### config.mk
export PLATFORM = sky130hd
export DESIGN_NAME = ball_motion_ctrl
export DESIGN_NICKNAME = d
export VERILOG_FILES = /design/src/rtl/ball_motion_ctrl.sv
export SDC_FILE = /design/constraint.sdc
export NUM_CORES = 1
export LEC_CHECK = 0
export CAP_MARGIN = 15
export CORE_MARGIN = 1.5
export CORE_UTILIZATION = 40
export CTS_BUF_LIST = sky130_fd_sc_hd__clkbuf_4
export DETAILED_ROUTE_END_ITERATION = 8
export HOLD_SLACK_MARGIN = 0.05
export PLACE_DENSITY = 0.7
export SKIP_CTS_REPAIR_TIMING = 1
export SLEW_MARGIN = 20
export SYNTH_ARGS = -nofsm -noshare
export SYNTH_HDL_FRONTEND = slang
export SYNTH_SLANG_ARGS = --single-unit
### constraint.sdc
create_clock -name clk -period 6.4 [get_ports clk]
set_clock_uncertainty 0.2 [all_clocks]
set_input_delay 1.28 -clock clk [delete_from_list [all_inputs] [get_ports clk]]
set_output_delay 1.28 -clock clk [all_outputs]
set_load 0.02 [all_outputs]
### src/rtl/ball_motion_ctrl.sv
// Pong ball direction/speed controller: serve, bounce, speed-up and miss sequencing.
// Each axis advances with a phase accumulator; a carry out becomes a one-cycle step enable.
module ball_motion_ctrl #(
  parameter int ACC_W       = 4,
  parameter int INIT_SPEED  = 4,
  parameter int MAX_SPEED   = 12,
  parameter int ACCEL_HITS  = 2,
  parameter int SERVE_TICKS = 8,
  parameter int HOLD_TICKS  = 16
) (
  input  logic             clk,
  input  logic             rst,
  input  logic             tick,
  input  logic             serve,
  input  logic             serve_dir,
  input  logic             hit_top,
  input  logic             hit_bottom,
  input  logic             paddle_l,
  input  logic             paddle_r,
  input  logic [1:0]       paddle_zone,
  input  logic             miss_l,
  input  logic             miss_r,
  output logic             x_en,
  output logic             x_up,
  output logic             y_en,
  output logic             y_up,
  output logic [ACC_W-1:0] x_speed,
  output logic [ACC_W-1:0] y_speed,
  output logic             point_l,
  output logic             point_r,
  output logic [1:0]       state
);

  typedef enum logic [1:0] {
    IDLE  = 2'd0,
    SERVE = 2'd1,
    PLAY  = 2'd2,
    HOLD  = 2'd3
  } state_e;

  localparam int MAX_TICKS = (SERVE_TICKS > HOLD_TICKS) ? SERVE_TICKS : HOLD_TICKS;
  localparam int TCNT_W    = $clog2(MAX_TICKS + 1);
  localparam int HCNT_W    = $clog2(ACCEL_HITS + 1);

  localparam logic [ACC_W-1:0]  INIT_SPD   = ACC_W'(INIT_SPEED);
  localparam logic [ACC_W-1:0]  MAX_SPD    = ACC_W'(MAX_SPEED);
  localparam logic [ACC_W-1:0]  SLOW_Y     = ACC_W'(1);
  localparam logic [ACC_W-1:0]  FAST_Y     = ACC_W'(3);
  localparam logic [TCNT_W-1:0] SERVE_LAST = TCNT_W'(SERVE_TICKS - 1);
  localparam logic [TCNT_W-1:0] HOLD_LAST  = TCNT_W'(HOLD_TICKS - 1);
  localparam logic [HCNT_W-1:0] HITS_LAST  = HCNT_W'(ACCEL_HITS - 1);

  state_e            state_q, state_d;
  logic              x_en_q, x_en_d, y_en_q, y_en_d;
  logic              x_up_q, x_up_d, y_up_q, y_up_d;
  logic [ACC_W-1:0]  x_speed_q, x_speed_d, y_speed_q, y_speed_d;
  logic [ACC_W-1:0]  x_acc_q, x_acc_d, y_acc_q, y_acc_d;
  logic [HCNT_W-1:0] hit_cnt_q, hit_cnt_d;
  logic [TCNT_W-1:0] tick_cnt_q, tick_cnt_d;
  logic              point_l_q, point_l_d, point_r_q, point_r_d;
  logic              pad_prev_q, pad_prev_d;

  logic [ACC_W:0] x_sum, y_sum;
  logic           pad_any, pad_edge, pad_one;

  assign x_sum    = {1'b0, x_acc_q} + {1'b0, x_speed_q};
  assign y_sum    = {1'b0, y_acc_q} + {1'b0, y_speed_q};
  assign pad_any  = paddle_l | paddle_r;
  assign pad_edge = pad_any & ~pad_prev_q;
  // Contact with both paddles at once is treated as no usable paddle event.
  assign pad_one  = paddle_l ^ paddle_r;

  always_comb begin
    state_d    = state_q;
    x_en_d     = 1'b0;
    y_en_d     = 1'b0;
    x_up_d     = x_up_q;
    y_up_d     = y_up_q;
    x_speed_d  = x_speed_q;
    y_speed_d  = y_speed_q;
    x_acc_d    = x_acc_q;
    y_acc_d    = y_acc_q;
    hit_cnt_d  = hit_cnt_q;
    tick_cnt_d = tick_cnt_q;
    point_l_d  = 1'b0;
    point_r_d  = 1'b0;
    pad_prev_d = pad_any;

    case (state_q)
      IDLE: begin
        if (serve) begin
          state_d    = SERVE;
          x_up_d     = serve_dir;
          y_up_d     = 1'b1;
          x_speed_d  = INIT_SPD;
          y_speed_d  = SLOW_Y;
          x_acc_d    = '0;
          y_acc_d    = '0;
          hit_cnt_d  = '0;
          tick_cnt_d = '0;
        end
      end

      SERVE: begin
        if (tick) begin
          if (tick_cnt_q == SERVE_LAST) begin
            state_d    = PLAY;
            tick_cnt_d = '0;
          end else begin
            tick_cnt_d = tick_cnt_q + 1'b1;
          end
        end
      end

      PLAY: begin
        // A miss ends the rally and overrides any paddle or wall event in the same cycle.
        if (miss_l | miss_r) begin
          state_d    = HOLD;
          tick_cnt_d = '0;
          point_r_d  = miss_l & ~miss_r;
          point_l_d  = miss_r & ~miss_l;
        end else begin
          if (tick) begin
            x_en_d  = x_sum[ACC_W];
            y_en_d  = y_sum[ACC_W];
            x_acc_d = x_sum[ACC_W-1:0];
            y_acc_d = y_sum[ACC_W-1:0];
          end
          if (hit_top & ~hit_bottom) begin
            y_up_d = 1'b1;
          end else if (hit_bottom & ~hit_top) begin
            y_up_d = 1'b0;
          end
          if (pad_one) begin
            x_up_d = paddle_l;
          end
          if (pad_one & pad_edge) begin
            if (hit_cnt_q == HITS_LAST) begin
              hit_cnt_d = '0;
              x_speed_d = (x_speed_q >= MAX_SPD) ? MAX_SPD : x_speed_q + 1'b1;
            end else begin
              hit_cnt_d = hit_cnt_q + 1'b1;
            end
            y_up_d    = paddle_zone[1];
            y_speed_d = (paddle_zone == 2'd0 || paddle_zone == 2'd3) ? FAST_Y : SLOW_Y;
          end
        end
      end

      HOLD: begin
        if (tick) begin
          if (tick_cnt_q == HOLD_LAST) begin
            state_d    = IDLE;
            tick_cnt_d = '0;
            x_speed_d  = '0;
            y_speed_d  = '0;
          end else begin
            tick_cnt_d = tick_cnt_q + 1'b1;
          end
        end
      end
    endcase
  end

  always_ff @(posedge clk or posedge rst) begin
    if (rst) begin
      state_q    <= IDLE;
      x_en_q     <= 1'b0;
      y_en_q     <= 1'b0;
      x_up_q     <= 1'b1;
      y_up_q     <= 1'b1;
      x_speed_q  <= '0;
      y_speed_q  <= '0;
      x_acc_q    <= '0;
      y_acc_q    <= '0;
      hit_cnt_q  <= '0;
      tick_cnt_q <= '0;
      point_l_q  <= 1'b0;
      point_r_q  <= 1'b0;
      pad_prev_q <= 1'b0;
    end else begin
      state_q    <= state_d;
      x_en_q     <= x_en_d;
      y_en_q     <= y_en_d;
      x_up_q     <= x_up_d;
      y_up_q     <= y_up_d;
      x_speed_q  <= x_speed_d;
      y_speed_q  <= y_speed_d;
      x_acc_q    <= x_acc_d;
      y_acc_q    <= y_acc_d;
      hit_cnt_q  <= hit_cnt_d;
      tick_cnt_q <= tick_cnt_d;
      point_l_q  <= point_l_d;
      point_r_q  <= point_r_d;
      pad_prev_q <= pad_prev_d;
    end
  end

  assign x_en    = x_en_q;
  assign y_en    = y_en_q;
  assign x_up    = x_up_q;
  assign y_up    = y_up_q;
  assign x_speed = x_speed_q;
  assign y_speed = y_speed_q;
  assign point_l = point_l_q;
  assign point_r = point_r_q;
  assign state   = state_q;

endmodule

======== Yosys cells after proc, flatten, opt, wreduce, memory -nomap -nowiden ========
Index checks and enable logic that the tools add are counted.
word-level totals
  bits in registers ....................... 32
  output and inout port bits .............. 16
  input bits .............................. 13
  word-level logic and storage cells ...... 125
operators by class
  muxes and demuxes ....................... 59
  equal/unequal tests ..................... 19
  bitwise logic cells ..................... 14
  add/sub/neg operators ................... 5
  $lt $le $gt $ge ......................... 1
  reductions and logical operators ........ 13
operators with widths
  kind                   number
  $mux W4                15
  $mux W5                6
  $pmux W4 S3            2
  $mux W2                11
  $ne A2 B2 Y1 const B   11
  $pmux W5 S4            1
  $reduce_and A4 Y1      5
  $mux W1                18
  $pmux W4 S2            2
  $reduce_and A6 Y1      2
  $add A4 B4 Y5          2
  $pmux W2 S4            1
  $reduce_and A7 Y1      1
  $and A1 B1 Y1          6
  $eq A2 B2 Y1 const B   3
  $add A5 B1 Y5 const B  1
  $eq A5 B3 Y1 const B   1
  $eq A5 B4 Y1 const B   1
  $not A1 Y1             5
  $add A4 B1 Y4 const B  1
  $eq A2 B1 Y1 const B   2
  $ge A4 B4 Y1 const B   1
  $logic_not A2 Y1       2
  $ne A4 B4 Y1 const B   1
  8 further kinds        10

======== Longest topological paths before layout ========
Gate-level depths: netlist of run 1.
  depth in word-level cells ............... 7
  mapped depth ............................ 8
  gate-level depth less buffers ........... 8

======== Worst setup path after synthesis of run 1 ========
No wires, ideal clock.
  path kind ............................... input port to flip-flop
  start point ............................. input paddle_l
  end point ............................... register x_speed_q[1] (netlist: x_speed[1])
  arrival time ............................ 2.581 ns
  library setup time ...................... 0.082 ns
  setup slack ............................. 3.536 ns
  stages on the path ...................... 6
  cells stage by stage .................... inv_1 ha_1 nor3b_4 o2111ai_2 a2111o_1 o22ai_1
on the way
  word-level cells in the longest chain between the ends .. 5
  elaborated cells between the ends (all ways) .. 6
RTL lines
  item                             RTL line  source
  from (decl)                      18        input logic paddle_l,
  $or A1 B1 Y1                     68        assign pad_any = paddle_l | paddle_r;
  $and A1 B1 Y1                    69        assign pad_edge = pad_any & ~pad_prev_q;
  $and A1 B1 Y1 (*)                137       if (pad_one & pad_edge) begin
  $ne A2 B2 Y1 (no line) (*)       --
  $reduce_and A7 Y1 (no line) (*)  --
  to (signal assigned)             187       x_speed_q <= x_speed_d;
  to (decl)                        56        logic [ACC_W-1:0] x_speed_q, x_speed_d, y_speed_q, y_speed_d;
Every way passes the cells marked *; elsewhere a longest branch is shown, timed or not.
A chain may end at the register's enable or synchronous reset.

======== Final worst setup path of run 1 ========
  start point ............................. input paddle_l
  end point ............................... register x_speed_q[0] (netlist: x_speed[0])
The elaborated chain is that of the path after synthesis.

==> results of run 1 <==
-- metrics by stage --
| step | hold slack, ps | setup WS (ps) | cells | utilization [%] | cell area [um2] |
|---|---|---|---|---|---|
| final | 313 | 3260 | 261 | 49.7 | 2210 |
| after global routing | 345 | 3190 | 261 | 49.7 | 2210 |
| after CTS | 311 | 3260 | 261 | 49.7 | 2210 |
| after detailed placement | 287 | 2900 | 253 | 48.5 | 2160 |
| after global placement | 291 | 2980 | 253 | 48.5 | 2160 |
| after floorplan | 259 | 3540 | 181 | - | 1880 |
-- synthesized netlist by cell type (2+ instances only) --
| cell type | n | area share, % |
|---|---|---|
| dfrtp_1 | 28 | 37 |
| inv_1 | 21 | 4.2 |
| ha_1 | 18 | 12 |
| nand2_1 | 10 | 2.0 |
| nor2_1 | 9 | 1.8 |
| a21oi_1 | 7 | 1.9 |
| o21ai_0 | 6 | 1.6 |
| a21o_1 | 5 | 2.0 |
| a22o_1 | 5 | 2.3 |
| mux2i_1 | 5 | 2.7 |
| a2bb2oi_1 | 3 | 1.4 |
| buf_4 | 3 | 1.2 |
| mux2_2 | 3 | 1.8 |
| nand3_1 | 3 | 0.80 |
| o22ai_1 | 3 | 1.0 |
| and3_1 | 2 | 0.67 |
| buf_2 | 2 | 0.53 |
| buf_6 | 2 | 1.2 |
| dfstp_2 | 2 | 2.8 |
| fa_1 | 2 | 2.1 |
| nand2b_1 | 2 | 0.67 |
| nor2b_1 | 2 | 0.67 |
| nor3_1 | 2 | 0.53 |
| o211ai_1 | 2 | 0.80 |
| xnor2_1 | 2 | 0.93 |
-- final cells by class --
cell class | count | area share [%]
clock inverter | 3 | 0.736
sequential | 30 | 34.1
tap | 52 | 2.94
multi-input combinational | 122 | 44.7
clock buffer | 5 | 1.70
inverter | 22 | 3.74
timing repair buffer | 27 | 12.1
-- registers in the layout, indices dropped and copies added (netlist names), 2 cells and up --
register	flops
hit_cnt_q	2
state	2
tick_cnt_q	5
x_acc_q	4
x_speed	4
y_acc_q	4
y_speed	2
-- metal layers --
| layer | vias up | wire [um] | part of all wire [%] |
|---|---|---|---|
| met1 | 648 | 1760 | 48 |
| li1 | 693 | - | - |
| met4 | 0 | 79 | 2.2 |
| met5 | - | 0 | 0 |
| met2 | 38 | 1620 | 45 |
| met3 | 7 | 173 | 4.8 |
-- path summary, 6_finish.rpt --
check	cells past startpoint	startpoint	end
hold reg to reg	1	y_acc_q[2]$_DFFE_PP0P_	y_acc_q[2]$_DFFE_PP0P_
setup reg to reg	6	state[0]$_DFFE_PP0P_	y_speed[0]$_DFFE_PP0P_
min in group asynchronous	3	rst	y_en$_DFF_PP0_
max in group asynchronous	3	rst	x_up$_DFFE_PP1P_
hold / removal	1	y_acc_q[2]$_DFFE_PP0P_	y_acc_q[2]$_DFFE_PP0P_
setup / recovery	7	paddle_l	x_speed[0]$_DFFE_PP0P_
-- power breakdown --
part	total [mW]	switching, mW	leakage, nW	internal, mW
Sequential	0.271	0.0388	0.391	0.232
Clock	0.111	0.0701	0.0286	0.0408
Combinational	0.418	0.234	0.648	0.184
Total	0.800	0.343	1.07	0.457
-- cells by family (layout without fill, tap and decap cells) --
family	Yosys count	in the layout
xor+xnor	3	3
fa+ha+maj	20	20
mux	9	9
compound gates	46	46
simple gates	42	42
flops	30	30
buf+inv	29	57
other cells	1	2
-- layout by cell type (no fill, tap or decap), drive strengths merged, types with 2 or more instances in the layout --
| cell type | Yosys | routed |
|---|---|---|
| o21ai | 6 | 6 |
| xnor2 | 2 | 2 |
| ha | 18 | 18 |
| nor3 | 2 | 2 |
| a2bb2oi | 3 | 3 |
| mux2 | 4 | 4 |
| inv | 21 | 21 |
| dfstp | 2 | 2 |
| nor2 | 10 | 10 |
| o22ai | 3 | 3 |
| a22o | 5 | 5 |
| nand2b | 2 | 2 |
| a21o | 5 | 5 |
| a21oi | 7 | 7 |
| nand3 | 3 | 3 |
| and3 | 2 | 2 |
| fa | 2 | 2 |
| mux2i | 5 | 5 |
| clkdlybuf4s50 | 0 | 26 |
| nand2 | 11 | 11 |
| conb | 1 | 2 |
| nor3b | 2 | 2 |
| clkinv | 1 | 3 |
| clkbuf | 0 | 5 |
| dfrtp | 28 | 28 |
| nor2b | 2 | 2 |
| o211ai | 3 | 3 |
| o2111ai | 2 | 2 |
==> metrics.md, run 1 <==
| Metric | Value |
|---|---|
| M1 GR Usage | 21.5% |
| Xor/xnor cell area share of the yosys netlist | 1.40% |
| Synth Instances | 180 |
| M3 GR Usage | 4.36% |
| Total Nets Final | 241 |
| Initial DRC Count | 69 |
| Post-synthesis sequential area ratio | 40.2% |
| TritonCTS clock tree | done |
| F_max | 0.318 GHz |
| Clock Path Buffers | 2 |
| Synth Flop Type | dfrtp_1 |
| Gr busiest metal | met2 |
| Clk slew on worst S/H paths | 100 ps |
| Layout cells sized above 1 | 10.0% |
| CP delay by family, top | compound AO/OA/AOI/OAI gates |
| Via count | 1,386 |
| Synth Warn # | 0 |
| GRT overflow | 0 |
| Vias in the first global route | 1,342 |
| Pwr/cell area | 362 mW/mm2 |
| # diodes | 0 |
| Fill count | 421 |
| Worst Path Max Fanout | 8 |
| Placer congestion estimate | 0.813 |
| FF/Latch Area | 753 um2 |
| Die height | 71.5 um |
| Starting Density | 42.2% |
| Largest net degree at the start of global routing | 31 |
| First-pass GRT wire length | 6210 um |
| CP arrival | 3200 ps |
| Initial antenna violation count | 0 |
| Final Power | 800 uW |
| Synth Cell Area | 0.00187 mm2 |
| Syn_area_per_cell | 10.4 um2 |
| Later-pin clock latency in the skew report | 330 ps |
| IO buf count | 26 |
| Worst-Margin Slew | 979 ps |
| Min cycle time layout | 3140 ps |
| IO Count | 29 |
| Post-synth EDFFs | 0 |
| Drt wl/cell | 13.9 um |
| CP max-delay cell | a2111o_1 |
| Routed wire length | 3640 um |
| #FFs+latches synth | 30 |
| CP required | 6460 ps |
| First-pass DRT Iterations | 8 |
| Root buffer cell | clkbuf_4 |
| Largest family of logic cells by synthesized area | compound AO/OA/AOI/OAI gates |
| Status | complete, but fails checks |
| Worst stage delay on the critical path | 470 ps |
| Setup TNS | 0 ps |
| Period utilisation layout | 49.1% |
| Synth-to-layout area growth | 17.9% |
| Buffers & Inverters on Critical Path | 2 |
| Dpl hpwl | 2750 um |
| Die W | 71.5 um |
| ANT nets after route | 0 |
| Rows | 24 |
| Synth Area in Compound Gates | 18.7% |
| Tightest Hold Check Type | flip-flop to flip-flop |
| FFs w/ async S/R, synth | 100% |
| Die ar. | 0.00511 mm2 |
| Core area | 0.00444 mm2 |
| Multi-input logic area | 987 um2 |
| Mux contribution to synthesized area | 5.07% |
| GR Util met2 | 23.4% |
| Synth cell types | 56 |
| Critical path, cell by cell | clkdlybuf4s50_1 -> inv_1 -> ha_1 -> nor3b_4 -> o2111ai_2 -> a2111o_1 -> mux2i_1 |
| Leakage power | 1.07 nW |
| Hold Violations, Final | 0 |
| Htree depth | 2 |
| Max Cap Viol | 0 |
| Simple-gate area share of the yosys netlist | 13.0% |
| Drt via density | 5.31 |
| Setup CP Type | input port to flip-flop |
| Startpoint Class | input port |
| DR DRC count | 1 |
| Slew Limit Fails | 0 |
| Num CTS Buffers | 5 |
| Unrepaired setup endpoints after global routing | no |
| Worst VDD drop | 0.248 mV |
| Slew HR | 34.4% |
| Tot GR Track Use | 15.8% |
| R2R Setup Slk | 3670 ps |
| Sink Count | 30 |
| Final setup fails | 0 |
| Adder-Cell Fraction of Synth Area | 14.2% |
| Worst setup EP type | flip-flop |
| Failing checks | design-rule violations |
No activity file was read; power rests on OpenSTA's default activity.
==> run 2, diff against run 1 <==
==> constraint.sdc (replaced) <==
create_clock -name clk -period 3.15 [get_ports clk]
set_clock_uncertainty 0.2 [all_clocks]
set_input_delay 0.63 -clock clk [delete_from_list [all_inputs] [get_ports clk]]
set_output_delay 0.63 -clock clk [all_outputs]
set_load 0.02 [all_outputs]
==> run 2 against run 1 <==
The run now ends clean. Critical path type is now flip-flop to flip-flop. Cell area grew 0.68%. Die area is the same. Flip-flop and latch count unchanged. Largest power group unchanged. Power increased by 100%. Worst setup slack worse by 2700 ps. Combinational power up 110%.
==> metrics.md, run 2 (synthesized netlist as in run 1, its figures left out) <==
| Metric | Value |
|---|---|
| Status | completed |
| Final setup fails | 0 (unchanged) |
| ANT nets after route | 0 (unchanged) |
| Inst Count DP | 255 (+0.79%) |
| TritonCTS clock tree | done |
| Initial DRC Count | 88 (+28%) |
| Rows | 24 (unchanged) |
| Die W | 71.5 um (unchanged) |
| Drt via density | 5.34 (+0.53%) |
| Worst Path Max Fanout | 17 (+9) |
| Total Nets Final | 243 (+0.83%) |
| CP arrival | 2670 ps (-530 ps) |
| Core area | 0.00444 mm2 (unchanged) |
| Int Power | 948 uW (+110%) |
| Pwr/cell area | 737 mW/mm2 (+100%) |
| Share of power burned in registers | 33.7% (-0.2 points) |
| Clock group share of total power | 14.0% (+0.2 points) |
| Clk slew on worst S/H paths | 100 ps (about the same) |
| Hold Path Stages | 1 (unchanged) |
| Drt wl/cell | 13.9 um (about the same) |
| Worst-Margin Slew | 633 ps (-346 ps) |
| Starting Density | 42.2% (unchanged) |
| CP required | 3210 ps (-3250 ps) |
| F_max | 0.383 GHz |
| Worst setup EP type | flip-flop |
| R2R Setup Slk | 540 ps (-3130 ps) |
| Clock Path Buffers | 2 (unchanged) |
| Slew HR | 57.6% (+23 points) |
| Sink Count | 30 (unchanged) |
| Tot GR Track Use | 16.0% (+0.20 points) |
| Vias in the first global route | 1,370 (+2.1%) |
| Unrepaired setup endpoints after global routing | no |
| Later-pin clock latency in the skew report | 330 ps (about the same) |
| Layout cells sized above 1 | 10.9% (+0.85 points) |
| Hold wc startpoint | hit_cnt_q[1]$_DFFE_PP0P_ |
| Hold Violations, Final | 0 (unchanged) |
| Dpl hpwl | 2720 um (-1.1%) |
| # diodes | 0 (unchanged) |
| DR DRC count | 0 (-1) |
| Worst Hold Path EP | hit_cnt_q[1]$_DFFE_PP0P_ |
| Final Power | 1.64 mW (+100%) |
| Synth-to-layout area growth | 18.7% |
| IO buf count | 26 (unchanged) |
| IO Count | 29 (unchanged) |
| GRT overflow | 0 (unchanged) |
| Startpoint Class | flip-flop |
| Setup TNS | 0 ps (unchanged) |
| First-pass DRT Iterations | 6 (-2) |
| Via count | 1,404 (+1.3%) |
| Commonest cells after routing, fill and taps aside | dfrtp_1 (28), clkdlybuf4s50_1 (26), inv_1 (21), ha_1 (18), nand2_1 (10) |
| Die ar. | 0.00511 mm2 (unchanged) |
| First-pass GRT wire length | 6330 um (+2.0%) |
| Htree depth | 2 (unchanged) |
| Max Cap Viol | 0 (unchanged) |
| Non-Filler Instances | 263 (+0.77%) |
| Initial antenna violation count | 0 (unchanged) |
| Leakage power | 1.08 nW (+1.3%) |
| Setup CP Type | flip-flop to flip-flop |
| Switching pwr | 691 uW (+100%) |
| Routed wire length | 3670 um (+0.71%) |
| Reg2Reg Depth | 6 (unchanged) |
| Biggest register | tick_cnt_q |
| Worst VDD drop | 0.588 mV (+140%) |
| RR Startpoint | state[0]$_DFFE_PP0P_ |
| Period utilisation layout | 83.0% |
| Most common cell after layout, fill and taps aside | dfrtp_1 |
| RR Endpoint | y_speed[0]$_DFFE_PP0P_ |
| Min cycle time layout | 2610 ps |
| Sw frac | 42.1% (-0.72 points) |
| Slew Limit Fails | 0 (unchanged) |
| Largest net degree at the start of global routing | 31 (unchanged) |
| Num CTS Buffers | 5 (unchanged) |
| Placer congestion estimate | 0.794 (-2.3%) |
| Root buffer cell | clkbuf_4 |
| Die height | 71.5 um (unchanged) |
| Max reg flops | 5 (unchanged) |
| Tightest Hold Check Type | flip-flop to flip-flop |
| Comb power frac | 52.3% (about the same) |
-- run 2: final cells by class --
type | instances | area [um2]
clock inverters | 2 | 8.76
fillers | 436 | 2220
repair buffers | 29 | 283
clock buffers | 6 | 45.0
flip-flops and latches | 30 | 753
inverters | 22 | 82.6
multi-input cells | 122 | 987
well taps | 52 | 65.1
-- run 2: stage by stage --
step	instance area, um2	hold slack (ps)	utilization [%]	setup WS (ps)
floorplan	1880	259	-	910
global placement	2170	288	48.8	376
detailed placement	2170	286	48.8	296
CTS	2220	306	50.1	524
global route	2220	337	50.1	282
finish	2220	306	50.1	537
-- run 2: power by group through the flow --
stage                     Combinational, mW  Clock (mW)  Sequential (mW)
after floorplan                       0.605           0            0.592
after global placement                0.849           0            0.557
after detailed placement              0.865           0            0.560
after CTS                             0.868       0.237            0.553
after global routing                  0.963       0.257            0.565
final                                 0.858       0.229            0.552
-- run 2: per-layer routing --
layer | vias to the layer above | wire length [um] | GRT usage (%)
met3 | 7 | 158 | 4.36
met1 | 665 | 1740 | 21.1
met5 | - | 0 | 0
met2 | 33 | 1700 | 25.5
li1 | 699 | - | -
met4 | 0 | 69 | 5.45
-- run 2: worst max path at each step --
stage / startpoint / end / slack (ps) / depth (start not counted)
4_1_cts: state[0]$_DFFE_PP0P_ / y_speed[0]$_DFFE_PP0P_ / 520 / 6
5_1_grt: state[0]$_DFFE_PP0P_ / y_speed[0]$_DFFE_PP0P_ / 280 / 6
3_3_place_gp: paddle_l / x_speed[1]$_DFFE_PP0P_ / 380 / 7
3_5_place_dp: paddle_l / x_speed[0]$_DFFE_PP0P_ / 300 / 7
2_1_floorplan: state[0]$_DFFE_PP0P_ / state[1]$_DFFE_PP0P_ / 910 / 8
6_report: state[0]$_DFFE_PP0P_ / y_speed[0]$_DFFE_PP0P_ / 540 / 6
-- run 2: worst max-delay path, stage by stage, from the launching register on --
cell,delay (ps)
dfrtp_1,450
inv_1,140
ha_1,520
clkinv_1,420
o2111ai_2,450
nand2b_1,170
mux2i_1,180
==> run 3, diff against run 2 <==
--- a/config.mk
+++ b/config.mk
@@ -11,7 +11,7 @@
 export CTS_BUF_LIST = sky130_fd_sc_hd__clkbuf_4
 export DETAILED_ROUTE_END_ITERATION = 8
 export HOLD_SLACK_MARGIN = 0.05
-export PLACE_DENSITY = 0.7
+export PLACE_DENSITY = 0.73
 export SKIP_CTS_REPAIR_TIMING = 1
 export SLEW_MARGIN = 20
 export SYNTH_ARGS = -nofsm -noshare
==> constraint.sdc (replaced) <==
create_clock -name clk -period 2.2 [get_ports clk]
set_clock_uncertainty 0.2 [all_clocks]
set_input_delay 0.44 -clock clk [delete_from_list [all_inputs] [get_ports clk]]
set_output_delay 0.44 -clock clk [all_outputs]
set_load 0.02 [all_outputs]
==> run 3 against run 2 <==
Worst setup slack got worse by 470 ps. Final cell count increased by 7.6%. Non-clock buffer count increased by 20. Combinational power increased by 77%. Hold slack got worse by 33 ps. Critical path depth decreased by 5. Critical path type is now flip-flop to output port. Largest power group unchanged.
==> metrics.md, run 3 (synthesized netlist as in run 1, its figures left out) <==
| Metric | Value |
|---|---|
| Max Cap Viol | 0 (unchanged) |
| Sink Count | 30 (unchanged) |
| Num CTS Buffers | 5 (unchanged) |
| RR Endpoint | state[1]$_DFFE_PP0P_ |
| Status | completed |
| IO Count | 29 (unchanged) |
| Most common cell after layout, fill and taps aside | dfrtp_1 |
| Root buffer cell | clkbuf_4 |
| ANT nets after route | 0 (unchanged) |
| Layout cells sized above 1 | 21.2% (+10 points) |
| Placer congestion estimate | 0.791 (-0.44%) |
| First-pass GRT wire length | 6620 um (+4.5%) |
| Htree depth | 2 (unchanged) |
| Vias in the first global route | 1,496 (+9.2%) |
| Final worst slack | 69.7 ps (-467 ps) |
| F_max | 0.469 GHz |
| Min cycle time layout | 2130 ps |
| Worst stage delay on the critical path | 600 ps (+80 ps) |
| Buffers & Inverters on Critical Path | 1 (-1) |
| Core area | 0.00444 mm2 (unchanged) |
| R2R Setup Slk | 100 ps (-440 ps) |
| Reg2Reg Depth | 6 (unchanged) |
| Clock Path Buffers | 2 (unchanged) |
| Biggest register | tick_cnt_q |
| Pwr/cell area | 1090 mW/mm2 (+48%) |
| Startpoint Class | flip-flop |
| Setup CP Type | flip-flop to output port |
| Place WS | -297 ps (-593 ps) |
| Commonest cells after routing, fill and taps aside | dfrtp_1 (27), clkdlybuf4s50_1 (26), buf_4 (23), inv_1 (20), ha_1 (15) |
| Inst Count DP | 271 (+6.3%) |
| Clk slew on worst S/H paths | 100 ps (about the same) |
| DR DRC count | 0 (unchanged) |
| Period utilisation layout | 96.8% |
| Final setup fails | 0 (unchanged) |
| CP arrival | 1490 ps (-1180 ps) |
| Placed Area | 0.00229 mm2 (+5.6%) |
| IO buf count | 26 (unchanged) |
| # diodes | 0 (unchanged) |
| Die height | 71.5 um (unchanged) |
| First-pass DRT Iterations | 4 (-2) |
| Starting Density | 42.2% (unchanged) |
| Unrepaired setup endpoints after global routing | no |
| Die ar. | 0.00511 mm2 (unchanged) |
| Initial DRC Count | 60 (-32%) |
| Routed wl met3 | 148 um (-6.3%) |
| Die W | 71.5 um (unchanged) |
| Drt via density | 5.15 (-3.6%) |
| Synth-to-layout area growth | 28.1% |
| Later-pin clock latency in the skew report | 330 ps (about the same) |
| Met2 WL | 1950 um (+15%) |
| Tot GR Track Use | 16.6% (+0.59 points) |
| Highest routed layer | met4 |
| Max reg flops | 5 (unchanged) |
| Initial antenna violation count | 0 (unchanged) |
| Util after Layout | 54.0% (+4.0 points) |
| Critical path, cell by cell | clkdlybuf4s50_1 |
| Routed wire length | 3920 um (+7.0%) |
| Final Cell Area | 0.00240 mm2 (+7.9%) |
| Worst VDD drop | 0.700 mV (+19%) |
| Slew Limit Fails | 0 (unchanged) |
| Tightest Hold Check Type | input port to async pin |
| Metal-1 WL | 1760 um (+0.86%) |
| RR Startpoint | state[0]$_DFFE_PP0P_ |
| CP delay by family, top | buffers and inverters |
| Hold Violations, Final | 0 (unchanged) |
| Worst setup EP type | output port |
| Leakage power | 1.17 nW (+8.2%) |
| CP max-delay cell | clkdlybuf4s50_1 |
| Worst Path Max Fanout | 3 (-14) |
| Dpl hpwl | 2900 um (+6.7%) |
| Drt wl/cell | 13.9 um (-0.55%) |
| Largest net degree at the start of global routing | 31 (unchanged) |
| TritonCTS clock tree | done |
| CP required | 1560 ps (-1650 ps) |
| Total Nets Final | 263 (+8.2%) |
| Rows | 24 (unchanged) |
| GRT overflow | 0 (unchanged) |
| Via count | 1,457 (+3.8%) |
| Non-Filler Instances | 283 (+7.6%) |
==> run 3: changes by cell type in the layout (fill, tap and decap cells not counted), sizes merged <==
cell / previous run / this run
clkbuf: 6 / 5
buf: 3 / 23
clkinv: 3 / 4
==> run 3: layout make-up <==
cell class,count,area [um2]
multi-input combinational,122,1020
sequential,30,754
clock inverter,3,11.3
tap,52,65.1
fill,429,2040
timing repair buffer,49,433
inverter,22,82.6
clock buffer,5,37.5
==> run 3: worst min-delay path: cells and delay by family <==
| kind | cells | cell delay (ps) |
|---|---|---|
| buffers and inverters | 3 | 790 |
==> run 3: worst max path at each step <==
| stage | cells past startpoint | endpoint | from | slack (ps) |
|---|---|---|---|---|
| 6_report | 1 | x_up | x_up$_DFFE_PP1P_ | 70 |
| 5_1_grt | 7 | x_acc_q[3]$_DFFE_PP0P_ | state[1]$_DFFE_PP0P_ | 8 |
| 4_1_cts | 1 | x_up | x_up$_DFFE_PP1P_ | 50 |
| 3_5_place_dp | 7 | x_speed[0]$_DFFE_PP0P_ | paddle_l | -300 |
| 3_3_place_gp | 7 | x_speed[1]$_DFFE_PP0P_ | paddle_l | -260 |
| 2_1_floorplan | 7 | state[1]$_DFFE_PP0P_ | state[1]$_DFFE_PP0P_ | 30 |
==> run 3: metal layers <==
| layer | GRT usage (%) | vias to the layer above |
|---|---|---|
| met5 | 0 | - |
| met1 | 21.4 | 690 |
| met2 | 26.9 | 30 |
| met3 | 4.22 | 7 |
| met4 | 6.29 | 0 |
| li1 | - | 730 |
==> run 3: report_power, final <==
group          total, mW  leakage (nW)  internal, mW  switching, mW
clock              0.308        0.0277         0.114          0.195
combinational       1.52         0.753         0.764          0.757
sequential         0.796         0.390         0.677          0.119
total               2.62          1.17          1.55           1.07
==> run 3: per-stage QoR <==
| step | power, mW | hold slack [ps] | setup TNS (ps) |
|---|---|---|---|
| floorplan | 1.72 | 259 | 0 |
| global placement | 2.20 | 288 | -2160 |
| detailed placement | 2.24 | 294 | -3000 |
| CTS | 2.55 | 275 | 0 |
| global route | 2.85 | 303 | 0 |
| finish | 2.62 | 273 | 0 |
